==> config.mk <==
export PLATFORM = sky130hd
export DESIGN_NAME = regfile_wb_arbiter
export DESIGN_NICKNAME = d
export VERILOG_FILES = /design/src/rtl/regfile_wb_arbiter.sv
export SDC_FILE = /design/constraint.sdc
export NUM_CORES = 1
export LEC_CHECK = 0
export CORE_MARGIN = 3
export CORE_UTILIZATION = 30
export CTS_CLUSTER_DIAMETER = 200
export DETAILED_ROUTE_END_ITERATION = 6
export PLACE_DENSITY = 0.7
export SKIP_LAST_GASP = 1
export SLEW_MARGIN = 20
export SYNTH_ARGS = -nofsm -noshare
export SYNTH_HDL_FRONTEND = slang
export SYNTH_SLANG_ARGS = --single-unit
==> constraint.sdc <==
create_clock -name clk -period 3.96 [get_ports clk]
set_input_delay 0.792 -clock clk [delete_from_list [all_inputs] [get_ports clk]]
set_output_delay 0.792 -clock clk [all_outputs]
set_load 0.01 [all_outputs]
==> src/rtl/regfile_wb_arbiter.sv <==
// -----------------------------------------------------------------------------
// regfile_wb_arbiter
//
// Shares the single register-file write port between four write-back
// requesters (0: I-type rt, 1: R-type rd, 2: swi custom, 3: link $31).
// A round-robin arbiter with lock support grants at most one requester per
// cycle. The granted index drives the destination mux select combinationally,
// and the accepted beat is issued through a one-stage registered write-back
// output.
//
// Ports
//   clk          rising-edge clock
//   rst          synchronous, active-high reset
//   req_valid    per-requester pending write, held with its data until accepted
//   req_lock     per-requester "keep the port after this beat"
//   req_addr     4 x 5-bit destination register, [5i+4:5i] is requester i
//   req_data     4 x DATA_W write data, slice i is requester i
//   req_ready    one-hot grant; beat accepted when req_valid[i] & req_ready[i]
//   dst_sel      combinational index of the granted requester
//   wb_we        register-file write enable (registered)
//   wb_addr      register-file write address (registered)
//   wb_data      register-file write data (registered)
//   wb_src       requester index of the current wb_* beat (registered)
//   lock_active  arbiter currently locked to one requester (registered)
//
// Lock FSM
//   state     | meaning
//   ----------+----------------------------------------------------------
//   ST_IDLE   | round-robin search from rr_ptr over all valid requesters
//   ST_LOCKED | only lock_owner may be granted; owner idle cycles are bubbles
// -----------------------------------------------------------------------------
module regfile_wb_arbiter #(
  parameter int DATA_W = 32,
  // Fixed at 4: the destination select is 2 bits wide.
  parameter int NREQ   = 4
) (
  input  logic                   clk,
  input  logic                   rst,
  input  logic [NREQ-1:0]        req_valid,
  input  logic [NREQ-1:0]        req_lock,
  input  logic [5*NREQ-1:0]      req_addr,
  input  logic [NREQ*DATA_W-1:0] req_data,
  output logic [NREQ-1:0]        req_ready,
  output logic [1:0]             dst_sel,
  output logic                   wb_we,
  output logic [4:0]             wb_addr,
  output logic [DATA_W-1:0]      wb_data,
  output logic [1:0]             wb_src,
  output logic                   lock_active
);

  typedef enum logic [0:0] {
    ST_IDLE   = 1'b0,
    ST_LOCKED = 1'b1
  } state_t;

  state_t              state_q, state_d;
  logic [1:0]          rr_ptr_q, rr_ptr_d;
  logic [1:0]          lock_owner_q, lock_owner_d;
  logic                wb_we_q, wb_we_d;
  logic [4:0]          wb_addr_q, wb_addr_d;
  logic [DATA_W-1:0]   wb_data_q, wb_data_d;
  logic [1:0]          wb_src_q, wb_src_d;

  logic                search_found;
  logic [1:0]          search_idx;
  logic [1:0]          cand;
  logic                grant_vld;
  logic [1:0]          grant_idx;
  logic [4:0]          sel_addr;
  logic [DATA_W-1:0]   sel_data;
  logic                sel_lock;

  // Round-robin search: first valid requester at or after rr_ptr, wrapping.
  // The 2-bit addition wraps modulo 4 on its own.
  always_comb begin
    search_found = 1'b0;
    search_idx   = rr_ptr_q;
    cand         = '0;
    for (int k = 0; k < NREQ; k++) begin
      cand = rr_ptr_q + 2'(k);
      if (!search_found && req_valid[cand]) begin
        search_found = 1'b1;
        search_idx   = cand;
      end
    end
  end

  // Grant selection. With nothing granted in IDLE the select rests on
  // rr_ptr; in a locked bubble it stays parked on the owner.
  always_comb begin
    grant_vld = 1'b0;
    grant_idx = rr_ptr_q;
    case (state_q)
      ST_IDLE: begin
        if (search_found) begin
          grant_vld = 1'b1;
          grant_idx = search_idx;
        end
      end
      ST_LOCKED: begin
        grant_idx = lock_owner_q;
        grant_vld = req_valid[lock_owner_q];
      end
      default: begin
        grant_vld = 1'b0;
        grant_idx = rr_ptr_q;
      end
    endcase
    if (rst) begin
      grant_vld = 1'b0;
      grant_idx = '0;
    end
  end

  assign req_ready = grant_vld ? (NREQ'(1) << grant_idx) : '0;
  assign dst_sel   = grant_idx;

  // Per-requester payload of the granted beat.
  always_comb begin
    sel_addr = '0;
    sel_data = '0;
    sel_lock = 1'b0;
    for (int k = 0; k < NREQ; k++) begin
      if (grant_idx == 2'(k)) begin
        sel_addr = req_addr[5*k +: 5];
        sel_data = req_data[DATA_W*k +: DATA_W];
        sel_lock = req_lock[k];
      end
    end
  end

  // Next-state: lock FSM, round-robin pointer and write-back stage.
  // A beat with lock set parks the pointer; the final (unlocked) beat of a
  // burst moves it past the owner exactly like an ordinary grant.
  always_comb begin
    state_d      = state_q;
    rr_ptr_d     = rr_ptr_q;
    lock_owner_d = lock_owner_q;
    wb_we_d      = 1'b0;
    wb_addr_d    = wb_addr_q;
    wb_data_d    = wb_data_q;
    wb_src_d     = wb_src_q;

    if (grant_vld) begin
      // Writes to $0 are consumed but never reach the register file.
      wb_we_d   = (sel_addr != 5'd0);
      wb_addr_d = sel_addr;
      wb_data_d = sel_data;
      wb_src_d  = grant_idx;
      if (sel_lock) begin
        state_d      = ST_LOCKED;
        lock_owner_d = grant_idx;
      end else begin
        state_d  = ST_IDLE;
        rr_ptr_d = grant_idx + 2'd1;
      end
    end
  end

  always_ff @(posedge clk) begin
    if (rst) begin
      state_q      <= ST_IDLE;
      rr_ptr_q     <= '0;
      lock_owner_q <= '0;
      wb_we_q      <= 1'b0;
      wb_addr_q    <= '0;
      wb_data_q    <= '0;
      wb_src_q     <= '0;
    end else begin
      state_q      <= state_d;
      rr_ptr_q     <= rr_ptr_d;
      lock_owner_q <= lock_owner_d;
      wb_we_q      <= wb_we_d;
      wb_addr_q    <= wb_addr_d;
      wb_data_q    <= wb_data_d;
      wb_src_q     <= wb_src_d;
    end
  end

  assign wb_we       = wb_we_q;
  assign wb_addr     = wb_addr_q;
  assign wb_data     = wb_data_q;
  assign wb_src      = wb_src_q;
  assign lock_active = (state_q == ST_LOCKED);

endmodule

# == Word-level counts from Yosys, hierarchy flattened ==
# Cells that the tools add are included.
# word_totals
reg_bits,45
in_bits,158
output_inout_bits,47
# classes
n_addsub,4
n_lt_le_gt_ge,5
eq_ne,3
shifts,1
n_mux,37
bitwise,3
reduce_logical,11
# op_table
cell,count
two-way mux 32 bit,4
two-way mux 5 bit,4
two-way mux 1 bit,16
less-than comparator 2 x 3 -> 1 bit (second input constant),5
binary-select mux 1 bit (select 2 bit),5
two-way mux 2 bit,5
nonzero test 5 bit,1
adder 2 x 1 -> 2 bit (second input constant),2
adder 2 bit (second input constant),2
== test 2 bit (second input constant),2
two-way mux 4 bit,1
one-hot mux 2 bit (2 select lines),1
AND reduction 2 bit,2
left shift 1 x 2 -> 4 bit (first input constant),1
logical AND 1 bit,3
logical NOT 1 bit,3
NOT 1 bit,3
== test 2 x 1 -> 1 bit (second input constant),1
logical NOT 2 bit,1
one-hot mux 1 bit (2 select lines),1
OR reduction 2 bit,1

# == Logic depth before layout (Yosys ltp) ==
# Gate-level depths: netlist of the first run.
# depth
word_depth,22
depth_mapped,13
ltp_nobuf,11

# == Least setup slack after synthesis of the first run ==
# Ideal clock, no wire load.
# synth_path
kind,in2out
start,input rst
end,output req_ready[3]
arrival_ns,3.110
slack_ns,0.058
stages,11
path_cell_list,clkbuf_1 -> inv_1 -> clkbuf_1 -> o21a_1 -> o21ai_0 -> inv_1 -> ha_1 -> clkbuf_1 -> clkbuf_1 -> clkbuf_1 -> and3_1
# synth_between
elab_chain_cells,3
# synth_lines
element,line,rtl
from (decl),38,"input logic rst,"
two-way mux 2 bit,110,if (rst) begin
named net dst_sel[1],44,"output logic [1:0] dst_sel,"
left shift 1 x 2 -> 4 bit,116,assign req_ready = grant_vld ? (NREQ'(1) << grant_idx) : '0;
two-way mux 4 bit,116,
to (decl),43,"output logic [NREQ-1:0] req_ready,"
# The timed path passes the listed nets, and every way through them passes these cells.

# == Worst setup path after layout of the first run ==
# layout_path
start,input req_valid[0]
end,output req_ready[2]
# layout_between
elab_chain_cells,17
# layout_lines
element,line,rtl
from (decl),39,"input logic [NREQ-1:0] req_valid,"
binary-select mux 1 bit (select 2 bit),82,if (!search_found && req_valid[cand]) begin
two-way mux 1 bit (implied by the code),82,
two-way mux 1 bit,82,
logical NOT 1 bit,82,
logical AND 1 bit,82,
two-way mux 1 bit,82,
logical NOT 1 bit,82,
logical AND 1 bit,82,
two-way mux 1 bit,82,
logical NOT 1 bit,82,
logical AND 1 bit,82,
two-way mux 2 bit or two-way mux 1 bit (tied branches),82,
two-way mux 2 bit,96,if (search_found) begin
one-hot mux 2 bit (2 select lines),94,case (state_q)
two-way mux 2 bit,110,
left shift 1 x 2 -> 4 bit,116,
two-way mux 4 bit *,116,
# Every way passes the cells marked *; elsewhere a longest branch is shown, timed or not. The select of a mux whose other input is x is not followed.

==> flow_metrics.env, run 1 <==
export IMPL_status="complete, no violations"
export IMPL_clkTransAtPathRegs_ns=0.08
export IMPL_sw_frac_of_total_pct=41.2
export IMPL_tightest_slew_ns=0.874
export IMPL_hpwl_um=9000
export IMPL_final_common_cell="clkdlybuf4s50_1"
export IMPL_drtIter0Drc=113
export IMPL_min_path_type="flip-flop to flip-flop"
export IMPL_fin_nets=737
export IMPL_ys_types=44
export IMPL_drc=0
export IMPL_avgSynthCellArea_um2=8.01
export IMPL_vias_per_cell=5.17
export IMPL_finalSetupViolCount=0
export IMPL_holdPathStages=2
export IMPL_max_slew_margin_pct=41.6
export IMPL_place_inst=701
export IMPL_vias=3663
export IMPL_timing_rr_end="wb_we$_SDFF_PP0_"
export IMPL_io_pins=205
export IMPL_synth_ff_type="dfxtp_1"
export IMPL_drt_pass1_iterations=4
export IMPL_utilization_pct=55.0
export IMPL_end_kind="primary output"
export IMPL_regArea_um2=901
export IMPL_finalPower_mw=3.34
export IMPL_die_area_um2=11400
export IMPL_multi_input_area_um2=1970
export IMPL_grtUsageTotal_pct=19.6
export IMPL_combPwrFrac_pct=67.6
export IMPL_diodes=0
export IMPL_place_ws_ns=-0.0971
export IMPL_wl_per_cell_um=16.5
export IMPL_layout_drive_gt1_share_pct=7.48
export IMPL_synth_async_reset_ratio_pct=0
export IMPL_vdd_drop_max_mv=0.437
export IMPL_fin_skew_ns=0.0104
export IMPL_holdWs_ns=0.457
export IMPL_min_to="wb_data[24]$_SDFFE_PP0P_"
export IMPL_numCtsBuffers=5
export IMPL_layout_min_cycle_time_ns=3.88
export IMPL_fin_crit_sh_pct=97.9
export IMPL_p_leak_nw=2.08
export IMPL_num_rows=36
export IMPL_crit_arrival_ns=3.08
export IMPL_numPortBuffers=204
export IMPL_path_class="primary input to primary output"
export IMPL_core_area_um2=9820
export IMPL_die_x_um=107
export IMPL_r2r_slack_ns=1.02
export IMPL_hold_violations=0
export IMPL_fmax_mhz=258
export IMPL_ys_warn_count=0
export IMPL_area_delta_synth_final_pct=77.3
export IMPL_clock_latency_ns=0.29
export IMPL_synth_seq_area_share_pct=29.6
export IMPL_r2r_cells=12
export IMPL_clock_sinks=45
export IMPL_synth_edff_count=0
export IMPL_clockBufferDepth=2
export IMPL_p_int_mw=1.97
export IMPL_grt_pass1_vias=3761
export IMPL_cts_root_buf="clkbuf_8"
export IMPL_crit_fanout=6
export IMPL_grt_pass1_wl_um=18100
export IMPL_drv_cap=0
export IMPL_ant_nets=0
export IMPL_layoutNonFillerInstCount=708
export IMPL_design_area_um2=5400
export IMPL_postPlaceCellArea_um2=5280
export IMPL_synth_area_um2=3040
export IMPL_hold_start="wb_data[24]$_SDFFE_PP0P_"
export IMPL_power_density_nw_per_um2=620
export IMPL_rsz0062_at_grt="yes"
export IMPL_antenna_found_initial=0
export IMPL_grt_max_degree=77
export IMPL_finalSetupTns_ns=0
export IMPL_r2r_start="rr_ptr_q[0]$_SDFFE_PP0P_"
export IMPL_seqPwrFrac_pct=23.9
export IMPL_place_congestion=0.889
export IMPL_cts_max_level=2
export IMPL_worstSetupStartpointType="primary input"
export IMPL_fillers=972
export IMPL_start_util_pct=31.0
export IMPL_p_sw_mw=1.38
export IMPL_grt_overflow=0
export IMPL_die_y_um=107
export IMPL_synth_seq_cells=45
export IMPL_cts_setup_buffers=0
export IMPL_cts_tree="done"
export IMPL_setup_slack_ns=0.0831
export IMPL_clkPwrFrac_pct=8.6
export IMPL_synthCells=380
export IMPL_final_cell_mix="204 x clkdlybuf4s50_1, 45 x dfxtp_1, 42 x a21oi_1"
export IMPL_cp_required_ns=3.17
export IMPL_syn_nets=542
export IMPL_slew_violations=0
export IMPL_wl_um=11700
-- worst max-delay path: stages --
cell and delay, ns:
clkdlybuf4s50_1 0.57, nor2b_1 0.26, o21ai_0 0.19, a41oi_2 0.24
buf_4 0.16, ha_2 0.20, and3_1 0.14, clkdlybuf4s50_1 0.54
-- power by group through the flow --
stage,Sequential (mW),Combinational (mW),Clock (mW)
floorplan,0.857,1.27,0
global placement,0.794,2.21,0
detailed placement,0.804,2.26,0
CTS,0.795,2.27,0.303
finish,0.798,2.26,0.286
global route,0.824,2.49,0.314
-- flip-flops by register name, summed over array words and instances, names as in the netlist --
register and cells:
lock_active 1, rr_ptr_q 2, wb_src 2, wb_we 1
lock_owner_q 2, wb_data 32, wb_addr 5
-- cell usage after synthesis (all sizes together) (2+ instances only) --
cell | instances | share of area (%)
dfxtp | 45 | 30
a21oi | 42 | 6.9
nor2b | 42 | 8.6
nand2 | 39 | 4.8
a221oi | 35 | 10
mux2i | 34 | 11
nor3 | 33 | 5.4
clkbuf | 31 | 3.8
o21ai | 9 | 1.5
buf | 8 | 2.5
inv | 8 | 0.99
and3 | 5 | 1.0
nand3 | 5 | 0.82
nor2 | 5 | 0.78
ha | 4 | 1.6
o41ai | 3 | 0.86
a2111oi | 2 | 0.58
a221o | 2 | 0.66
a22o | 2 | 0.58
a311oi | 2 | 0.58
nor4 | 2 | 0.41
o311ai | 2 | 0.58
o31ai | 2 | 0.49
o32ai | 2 | 0.82
-- per-layer routing --
metal / up-vias / global-route usage, % / wire length [um]
met1: 1696 / 21.4 / 4620
met3: 10 / 6.32 / 982
met5: - / 0 / 0
met2: 146 / 36.7 / 5940
met4: 0 / 4.29 / 164
li1: 1811 / - / -
-- cell type report --
class,count,area share (%)
Timing Repair Buffer,227,41.5
Multi-Input combinational cell,288,36.6
Sequential cell,45,16.7
Tap cell,133,3.08
Clock buffer,7,1.60
Inverter,8,0.556
-- cell families (layout without fill, tap and decap cells) --
| kind of cell | Yosys count | count (layout) | synth area share, % |
|---|---|---|---|
| buffers and inverters | 47 | 242 | 7.32 |
| AND/OR/NAND/NOR | 135 | 135 | 22.9 |
| flip-flops | 45 | 45 | 29.6 |
| AO/OA/AOI/OAI | 114 | 114 | 26.7 |
| adder cells (fa/ha/maj) | 4 | 4 | 1.64 |
| multiplexers | 35 | 35 | 11.9 |
-- how the worst max path moves through the flow --
stage	startpoint	to	slack [ns]	depth (start not counted)
floorplan	rst	req_ready[3]	0.06	11
global placement	req_valid[2]	req_ready[2]	0.04	9
detailed placement	req_valid[3]	req_ready[2]	-0.1	8
CTS	req_valid[3]	req_ready[2]	0.02	8
global route	req_valid[0]	req_ready[0]	-0.07	8
finish	req_valid[0]	req_ready[2]	0.08	8
-- timing repair --
action | in CTS | in global routing
hold buffers | 0 | 0
gates resized for setup | 2 | 7
endpoints found under the setup margin | 4 | 4
No activity file was read; power rests on OpenSTA's default activity.
==> inputs of run 2 (changes only) <==
--- a/config.mk
+++ b/config.mk
@@ -5,7 +5,7 @@
 export SDC_FILE = /design/constraint.sdc
 export NUM_CORES = 1
 export LEC_CHECK = 0
-export CORE_MARGIN = 3
+export CORE_MARGIN = 4
 export CORE_UTILIZATION = 30
 export CTS_CLUSTER_DIAMETER = 200
 export DETAILED_ROUTE_END_ITERATION = 6
==> flow_metrics.env, run 2 (synthesis gave the netlist of run 1 again) <==
export IMPL_status="complete, no violations"
export IMPL_die_y_um=109
export IMPL_diodes=0
export IMPL_wl_per_cell_um=16.7
export IMPL_r2r_cells=13
export IMPL_grt_overflow=0
export IMPL_grt_pass1_wl_um=18300
export IMPL_grt_max_degree=77
export IMPL_grtUsageTotal_pct=19.2
export IMPL_p_leak_nw=2.06
export IMPL_fmax_mhz=255
export IMPL_path_class="primary input to primary output"
export IMPL_hold_buffers=0
export IMPL_ant_nets=0
export IMPL_utilization_pct=54.5
export IMPL_crit_arrival_ns=3.14
export IMPL_fin_nets=734
export IMPL_cp_required_ns=3.17
export IMPL_max_slew_margin_pct=37.7
export IMPL_final_cell_mix="203 x clkdlybuf4s50_1, 45 x dfxtp_1, 42 x a21oi_1"
export IMPL_tightest_slew_ns=0.932
export IMPL_vdd_drop_max_mv=0.303
export IMPL_numPortBuffers=204
export IMPL_largest_reg_flops=32
export IMPL_vias=3607
export IMPL_cts_tree="done"
export IMPL_postPlaceCellArea_um2=5250
export IMPL_drtIter0Drc=132
export IMPL_finalPower_mw=3.32
export IMPL_regArea_um2=901
export IMPL_fin_crit_sh_pct=99.2
export IMPL_hold_start="wb_data[29]$_SDFFE_PP0P_"
export IMPL_layout_drive_gt1_share_pct=6.47
export IMPL_drv_cap=0
export IMPL_clockBufferDepth=2
export IMPL_die_area_um2=11800
export IMPL_design_area_um2=5360
export IMPL_layout_min_cycle_time_ns=3.93
export IMPL_fillers=948
export IMPL_cts_setup_buffers=0
export IMPL_antenna_found_initial=0
export IMPL_io_pins=205
export IMPL_place_congestion=0.888
export IMPL_timing_rr_end="wb_we$_SDFF_PP0_"
export IMPL_vias_per_cell=5.12
export IMPL_clock_sinks=45
export IMPL_slew_violations=0
export IMPL_power_density_nw_per_um2=619
export IMPL_worstSetupStartpointType="primary input"
export IMPL_cts_max_level=2
export IMPL_crit_fanout=6
export IMPL_fin_skew_ns=0.00559
export IMPL_final_common_cell="clkdlybuf4s50_1"
export IMPL_cts_root_buf="clkbuf_8"
export IMPL_core_area_um2=9820
export IMPL_grt_pass1_vias=3714
export IMPL_clock_latency_ns=0.29
export IMPL_wl_um=11800
export IMPL_min_to="wb_data[29]$_SDFFE_PP0P_"
export IMPL_hold_violations=0
export IMPL_critPathLaunch="req_valid[3]"
export IMPL_die_x_um=109
export IMPL_numCtsBuffers=5
export IMPL_hpwl_um=9200
export IMPL_clkTransAtPathRegs_ns=0.07
export IMPL_min_path_type="flip-flop to flip-flop"
export IMPL_end_kind="primary output"
export IMPL_drt_pass1_iterations=4
export IMPL_holdPathStages=2
export IMPL_num_rows=36
export IMPL_rsz0062_at_grt="yes"
export IMPL_multi_input_area_um2=1950
export IMPL_r2r_slack_ns=0.95
export IMPL_r2r_start="rr_ptr_q[0]$_SDFFE_PP0P_"
export IMPL_start_util_pct=31.0
export IMPL_area_delta_synth_final_pct=75.9
export IMPL_finalSetupViolCount=0
export IMPL_drc=0
## run 2: power by group
group	leakage [nW]	total, mW	internal, mW	switching (mW)
Sequential	0.375	0.800	0.664	0.136
Clock	0.0443	0.283	0.139	0.144
Combinational	1.64	2.23	1.15	1.08
Total	2.06	3.32	1.95	1.36
## run 2: worst max-delay path by stage
stage / to / slack (ns) / cells after the start
finish: req_ready[2] / 0.03 / 8
global route: req_ready[2] / -0.06 / 8
CTS: req_ready[0] / 0.003 / 7
detailed placement: req_ready[0] / -0.06 / 9
global placement: req_ready[0] / 0.04 / 9
floorplan: req_ready[3] / 0.06 / 11
## run 2: layout make-up
class	count	share of cell area, %
sequential	45	16.8
timing repair buffer	224	41.4
tap	133	3.11
inverter	8	0.561
clock buffer	7	1.61
multi-input combinational	288	36.4
## run 2: metrics by stage
step / hold WS, ns / TNS [ns] / setup WS [ns] / instances
2_1_floorplan: 0.479 / 0 / 0.0585 / 380
3_3_place_gp: 0.441 / 0 / 0.0363 / 698
3_5_place_dp: 0.449 / -0.140 / -0.0611 / 698
4_1_cts: 0.463 / 0 / 0.00258 / 705
5_1_grt: 0.476 / -0.124 / -0.0630 / 705
6_report: 0.459 / 0 / 0.0309 / 705
## run 2: routing by layer
layer | vias up | GRT usage, % | share of wire, % | routed length, um
met3 | 14 | 6.10 | 8.9 | 1050
met2 | 166 | 34.4 | 50 | 5880
li1 | 1805 | - | - | -
met4 | 0 | 5.05 | 1.4 | 161
met1 | 1622 | 22.0 | 40 | 4690
met5 | - | 0 | 0 | 0
## run 2: critical path, stage by stage
cell and delay [ns]:
clkdlybuf4s50_1 0.57, nor3_1 0.07, o41ai_1 0.50, o21ai_2 0.17, inv_1 0.13, ha_2 0.21
and3_1 0.16, clkdlybuf4s50_1 0.53
## run 2: timing repair
action,CTS,global route
endpoints found under the setup margin,4,4
resized for setup,2,7
cloned,0,0
endpoints found under the hold margin,0,0
==> inputs of run 3 (changes only) <==
==> constraint.sdc (replaced) <==
create_clock -name clk -period 3.9 [get_ports clk]
set_input_delay 0.78 -clock clk [delete_from_list [all_inputs] [get_ports clk]]
set_output_delay 0.78 -clock clk [all_outputs]
set_load 0.01 [all_outputs]
==> flow_metrics.env, run 3 (synthesis gave the netlist of run 1 again) <==
export IMPL_antenna_found_initial=0
export IMPL_wl_per_cell_um=17.0
export IMPL_slew_violations=0
export IMPL_status="complete, no violations"
export IMPL_die_x_um=109
export IMPL_num_rows=36
export IMPL_layout_drive_gt1_share_pct=7.29
export IMPL_setup_slack_ns=0.0479
export IMPL_crit_fanout=5
export IMPL_vias=3686
export IMPL_fin_skew_ns=0.00580
export IMPL_design_area_um2=5410
export IMPL_finalSetupViolCount=0
export IMPL_rsz0062_at_grt="yes"
export IMPL_cp_required_ns=3.12
export IMPL_cpMostUsedCell="clkdlybuf4s50_1"
export IMPL_drc=0
export IMPL_r2r_start="rr_ptr_q[0]$_SDFFE_PP0P_"
export IMPL_largest_reg_flops=32
export IMPL_drtIter0Drc=139
export IMPL_hold_violations=0
export IMPL_diodes=0
export IMPL_core_area_um2=9820
export IMPL_final_common_cell="clkdlybuf4s50_1"
export IMPL_clock_sinks=45
export IMPL_die_y_um=109
export IMPL_grt_pass1_vias=3770
export IMPL_place_inst=702
export IMPL_postPlaceCellArea_um2=5300
export IMPL_vdd_drop_max_mv=0.310
export IMPL_vias_per_cell=5.20
export IMPL_min_path_type="flip-flop to flip-flop"
export IMPL_hpwl_um=9490
export IMPL_met1_usage_pct=22.3
export IMPL_fin_nets=739
export IMPL_numCtsBuffers=5
export IMPL_clock_latency_ns=0.29
export IMPL_cp_top_family="buffers and inverters"
export IMPL_path_cells="clkdlybuf4s50_1, buf_4, nor2_1, a211o_1, a41oi_2, inv_1, ha_1, and3_1, clkdlybuf4s50_1"
export IMPL_layoutNonFillerInstCount=709
export IMPL_crit_buf_inv=4
export IMPL_grt_pass1_wl_um=18600
export IMPL_numPortBuffers=204
export IMPL_cts_tree="done"
export IMPL_grt_overflow=0
export IMPL_timing_rr_end="lock_owner_q[1]$_SDFFE_PP0P_"
export IMPL_min_to="wb_data[4]$_SDFFE_PP0P_"
export IMPL_slowest_delay_ns=0.53
export IMPL_drv_cap=0
export IMPL_critPathSlowestCell="clkdlybuf4s50_1"
export IMPL_clkTransAtPathRegs_ns=0.07
export IMPL_hold_start="wb_data[4]$_SDFFE_PP0P_"
export IMPL_tightest_slew_ns=0.676
export IMPL_r2r_slack_ns=0.76
export IMPL_fin_crit_sh_pct=98.8
export IMPL_wl_um=12100
export IMPL_grt_max_degree=77
export IMPL_crit_arrival_ns=3.07
export IMPL_power_density_nw_per_um2=633
export IMPL_grt_util_met3_pct=5.45
export IMPL_grtUsageTotal_pct=19.7
export IMPL_r2r_cells=11
export IMPL_path_class="primary input to primary output"
export IMPL_final_cell_mix="202 x clkdlybuf4s50_1, 45 x dfxtp_1, 42 x a21oi_1"
export IMPL_grt_busiest_layer="met2"
export IMPL_die_area_um2=11800
export IMPL_end_kind="primary output"
export IMPL_fmax_mhz=260
export IMPL_ant_nets=0
export IMPL_worstSetupStartpointType="primary input"
export IMPL_max_slew_margin_pct=54.9
export IMPL_p_leak_nw=2.11
export IMPL_place_congestion=0.946
export IMPL_holdPathStages=2
export IMPL_area_delta_synth_final_pct=77.6
export IMPL_io_pins=205
export IMPL_drt_pass1_iterations=4
export IMPL_layout_min_cycle_time_ns=3.85
export IMPL_cts_max_level=2
export IMPL_clockBufferDepth=2
export IMPL_cts_root_buf="clkbuf_8"
export IMPL_finalSetupTns_ns=0
export IMPL_hold_buffers=0
export IMPL_start_util_pct=31.0
export IMPL_finalPower_mw=3.42
export IMPL_place_ws_ns=-0.117
export IMPL_grtUsageMet2_pct=36.5
-- run 3: worst max path at each step --
stage,from,endpoint,slack [ns],depth (start not counted)
floorplan,rst,req_ready[3],0.02,11
global placement,req_valid[2],req_ready[0],0.02,9
detailed placement,req_valid[2],lock_owner_q[0]$_SDFFE_PP0P_,-0.12,12
CTS,req_valid[3],req_ready[2],0.01,7
global route,req_valid[3],req_ready[1],-0.07,9
finish,req_valid[2],req_ready[1],0.05,9
-- run 3: final cells by class --
type | instances | area [um2]
repair buffers | 229 | 2280
well taps | 133 | 166
clock inverters | 1 | 5.00
fillers | 970 | 4410
flip-flops and latches | 45 | 901
inverters | 8 | 30.0
multi-input cells | 288 | 1960
clock buffers | 5 | 68.8
-- run 3: metal layers --
layer	wire [um]	share of wire (%)
met5	0	0
met4	149	1.2
met3	976	8.1
met2	6210	51
met1	4750	39
-- run 3: report_power, final --
part	internal [mW]	switching [mW]	total (mW)	leakage, nW
registers	0.674	0.138	0.813	0.375
logic	1.21	1.13	2.34	1.70
clock network	0.118	0.146	0.265	0.0399
-- run 3: repair_timing --
item,in CTS,in global routing
endpoints found under the hold margin,0,0
gates resized for setup,3,7
buffers inserted,0,1
setup endpoints to repair,4,4
-- run 3: through the flow --
stage | utilization, % | hold WS [ns]
after floorplan | - | 0.479
after global placement | 53.7 | 0.441
after detailed placement | 54.0 | 0.447
after CTS | 54.8 | 0.461
after global routing | 55.1 | 0.481
final | 55.1 | 0.459
-- run 3: worst min-delay path, cell delays in order, from the launching register on --
cell and delay [ns]:
dfxtp_1 0.31, nand2_1 0.05, mux2i_1 0.05
==> RTL change: new RTL, config.mk and constraints of run 2 <==
`wb_addr_q` no longer has a reset.
--- a/src/rtl/regfile_wb_arbiter.sv
+++ b/src/rtl/regfile_wb_arbiter.sv
@@ -165,5 +165,4 @@
       lock_owner_q <= '0;
       wb_we_q      <= 1'b0;
-      wb_addr_q    <= '0;
       wb_data_q    <= '0;
       wb_src_q     <= '0;
@@ -173,8 +172,11 @@
       lock_owner_q <= lock_owner_d;
       wb_we_q      <= wb_we_d;
-      wb_addr_q    <= wb_addr_d;
       wb_data_q    <= wb_data_d;
       wb_src_q     <= wb_src_d;
     end
+  end
+
+  always_ff @(posedge clk) begin
+    wb_addr_q <= wb_addr_d;
   end
 
Formal check against the unedited RTL: differs if rst is asserted again (counterexample within 4 cycles, from zero or initial values and one cycle with rst high); with rst held inactive, the same outputs for 10 cycles.
==> RTL change against run 2 <==
  * Area after synthesis shrank 2.1%
  * Clock power rose by 27%
  * Total power fell by 3.2%
  * Hold slack about the same
  * First-iteration DRC count is 2.3% higher
  * Synthesized cell count decreased by 5.5%
  * Worst setup slack better by 0.11 ns
  * Final area decreased by 1.0%
  * Sequential cell count unchanged
  * Routed wire length down 2.2%
  * Critical endpoint is now req_ready[1]
==> RTL change: results (changes against run 2) <==
\begin{tabular}{lr}
\hline
Metric & Value \\
\hline
\multicolumn{2}{l}{\textbf{Timing}} \\
\quad Final worst hold slack & 0.459 ns (-0.0000240 ns) \\
\quad Worst max-slew margin expressed relative to the limit & 0.718 (+0.341) \\
\quad Clock tree skew after final layout & 0.00639 ns (+0.000803 ns) \\
\multicolumn{2}{l}{\textbf{Layout}} \\
\quad Ratio of cells with drive above 1 in the final layout & 0.0632 (-0.00151) \\
\quad Number of nets in the final layout & 715 (-2.6\%) \\
\multicolumn{2}{l}{\textbf{Routing}} \\
\quad Average wire per standard cell & 16.8 um (+0.36\%) \\
\quad Detailed Route Iter0 Violations & 135 (+2.3\%) \\
\quad Post-detailed-routing wire length & 11.5 mm (-2.2\%) \\
\quad Iteration count of the initial detailed-routing pass & 6 (+2) \\
\multicolumn{2}{l}{\textbf{Global route}} \\
\quad Overall Global Routing Usage & 0.186 (-0.00635) \\
\quad Via count of the first global-routing pass & 3,521 (-5.2\%) \\
\quad Pin count of the biggest net entering global routing & 41 (-47\%) \\
\multicolumn{2}{l}{\textbf{Yosys}} \\
\quad Number of enable flip-flop cells after synthesis & 5 (+5) \\
\quad Sequential share of the synthesized area & 0.319 (+0.0230) \\
\quad Synth top cells by count & sky130\_fd\_sc\_hd\_\_a21oi\_1, sky130\_fd\_sc\_hd\_\_dfxtp\_1, sky130\_fd\_sc\_hd\_\_nand2\_1, sky130\_fd\_sc\_hd\_\_nor2b\_1, sky130\_fd\_sc\_hd\_\_a221oi\_1 \\
\quad Cells after synthesis & 359 (-5.5\%) \\
\quad Net Count, Synth & 521 (-3.9\%) \\
\quad Count of unique library cells instantiated by Yosys & 37 (-16\%) \\
\multicolumn{2}{l}{\textbf{Placed design}} \\
\quad Count of placed standard cells including taps & 679 (-2.7\%) \\
\quad Post-Place Cell Area & 0.00516 mm\^{}2 (-1.6\%) \\
\quad IO buf count & 204 (unchanged) \\
\quad Post-detail-place hpwl & 9.10 mm (-1.1\%) \\
\multicolumn{2}{l}{\textbf{Power}} \\
\quad Static Leakage & 0.00203 uW (-1.4\%) \\
\multicolumn{2}{l}{\textbf{Setup path}} \\
\quad Endpoint arrival time on the critical path & 3.02 ns (-0.12 ns) \\
\quad Critical path fanouts, max & 8 (+2) \\
\quad Register-to-register path setup slack & 1.02 ns (+0.07 ns) \\
\quad Cells on worst reg2reg path & 11 (-2) \\
\multicolumn{2}{l}{\textbf{Worst hold path}} \\
\quad Min-delay src & wb\_data[21] \\
\quad End point of the most critical hold path & wb\_data[21] \\
\multicolumn{2}{l}{\textbf{Outcome}} \\
\quad Status & finished clean \\
\multicolumn{2}{l}{\textbf{CTS}} \\
\quad Total setup buffers inserted after CTS & 0 (unchanged) \\
\hline
\end{tabular}
==> RTL change: cell types whose count changed after synthesis, sizes merged, moves of 3 or more <==
cell,change
dfxtp,-5
edfxtp,+5
and3,-4
clkbuf,-4
nand3,-4
o21ai,-4
and2,+3
==> RTL change: routing by layer <==
metal | GRT usage | wire length [um]
met1 | 0.219 | 4580
met4 | 0.0496 | 210
met2 | 0.332 | 5800
met5 | 0 | 0
met3 | 0.0492 | 927
==> RTL change: stage by stage <==
stage                     setup WS [ns]  TNS [ns]
after floorplan                   0.278         0
after global placement           0.0203         0
after detailed placement         -0.117    -0.378
after CTS                       0.00943         0
after global routing             0.0239         0
final                             0.144         0
==> RTL change: power breakdown <==
part	total, uW	switching (uW)	internal (uW)
combinational	2040	974	1070
sequential	811	122	689
clock	360	154	206
total	3210	1250	1960
==> RTL change: worst max path at each step <==
| stage | startpoint | slack, ns | to | cells after the start |
|---|---|---|---|---|
| 2_1_floorplan | req_valid[0] | 0.28 | req_ready[3] | 9 |
| 3_3_place_gp | req_valid[2] | 0.02 | req_ready[1] | 8 |
| 3_5_place_dp | req_valid[2] | -0.12 | wb_we | 12 |
| 4_1_cts | req_valid[2] | 0.009 | req_ready[2] | 8 |
| 5_1_grt | req_valid[1] | 0.02 | req_ready[1] | 7 |
| 6_report | req_valid[1] | 0.14 | req_ready[1] | 7 |
==> RTL change: cell families (layout without fill, tap and decap cells) <==
kind of cell / count (synthesis) / after routing / synth area share
AO/OA/AOI/OAI: 101 / 101 / 0.241
buffers and inverters: 40 / 235 / 0.0629
adder cells (fa/ha/maj): 4 / 4 / 0.0168
AND/OR/NAND/NOR: 133 / 133 / 0.231
flip-flops: 45 / 45 / 0.319
multiplexers: 36 / 36 / 0.129
==> RTL change: area by class of cell <==
cell class	count	area, um^2
Fill cell	905	4430
Timing Repair Buffer	220	2170
Multi-Input combinational cell	274	1870
Sequential cell	45	951
Tap cell	133	166
Clock buffer	7	86.3
Clock inverter	1	30.0
Inverter	7	26.3
==> RTL change: worst max-delay path, cell delays in order <==
cell and delay (ns):
sky130_fd_sc_hd__clkdlybuf4s50_1 0.55, sky130_fd_sc_hd__mux4_2 0.50, sky130_fd_sc_hd__o21a_1 0.21, sky130_fd_sc_hd__a31oi_4 0.20, sky130_fd_sc_hd__nor2_4 0.09, sky130_fd_sc_hd__and2_1 0.18
sky130_fd_sc_hd__clkdlybuf4s50_1 0.50
==> RTL change: timing repair <==
action	CTS	global route
hold buffers	0	0
gates resized for setup	1	5
setup endpoints to repair	4	5
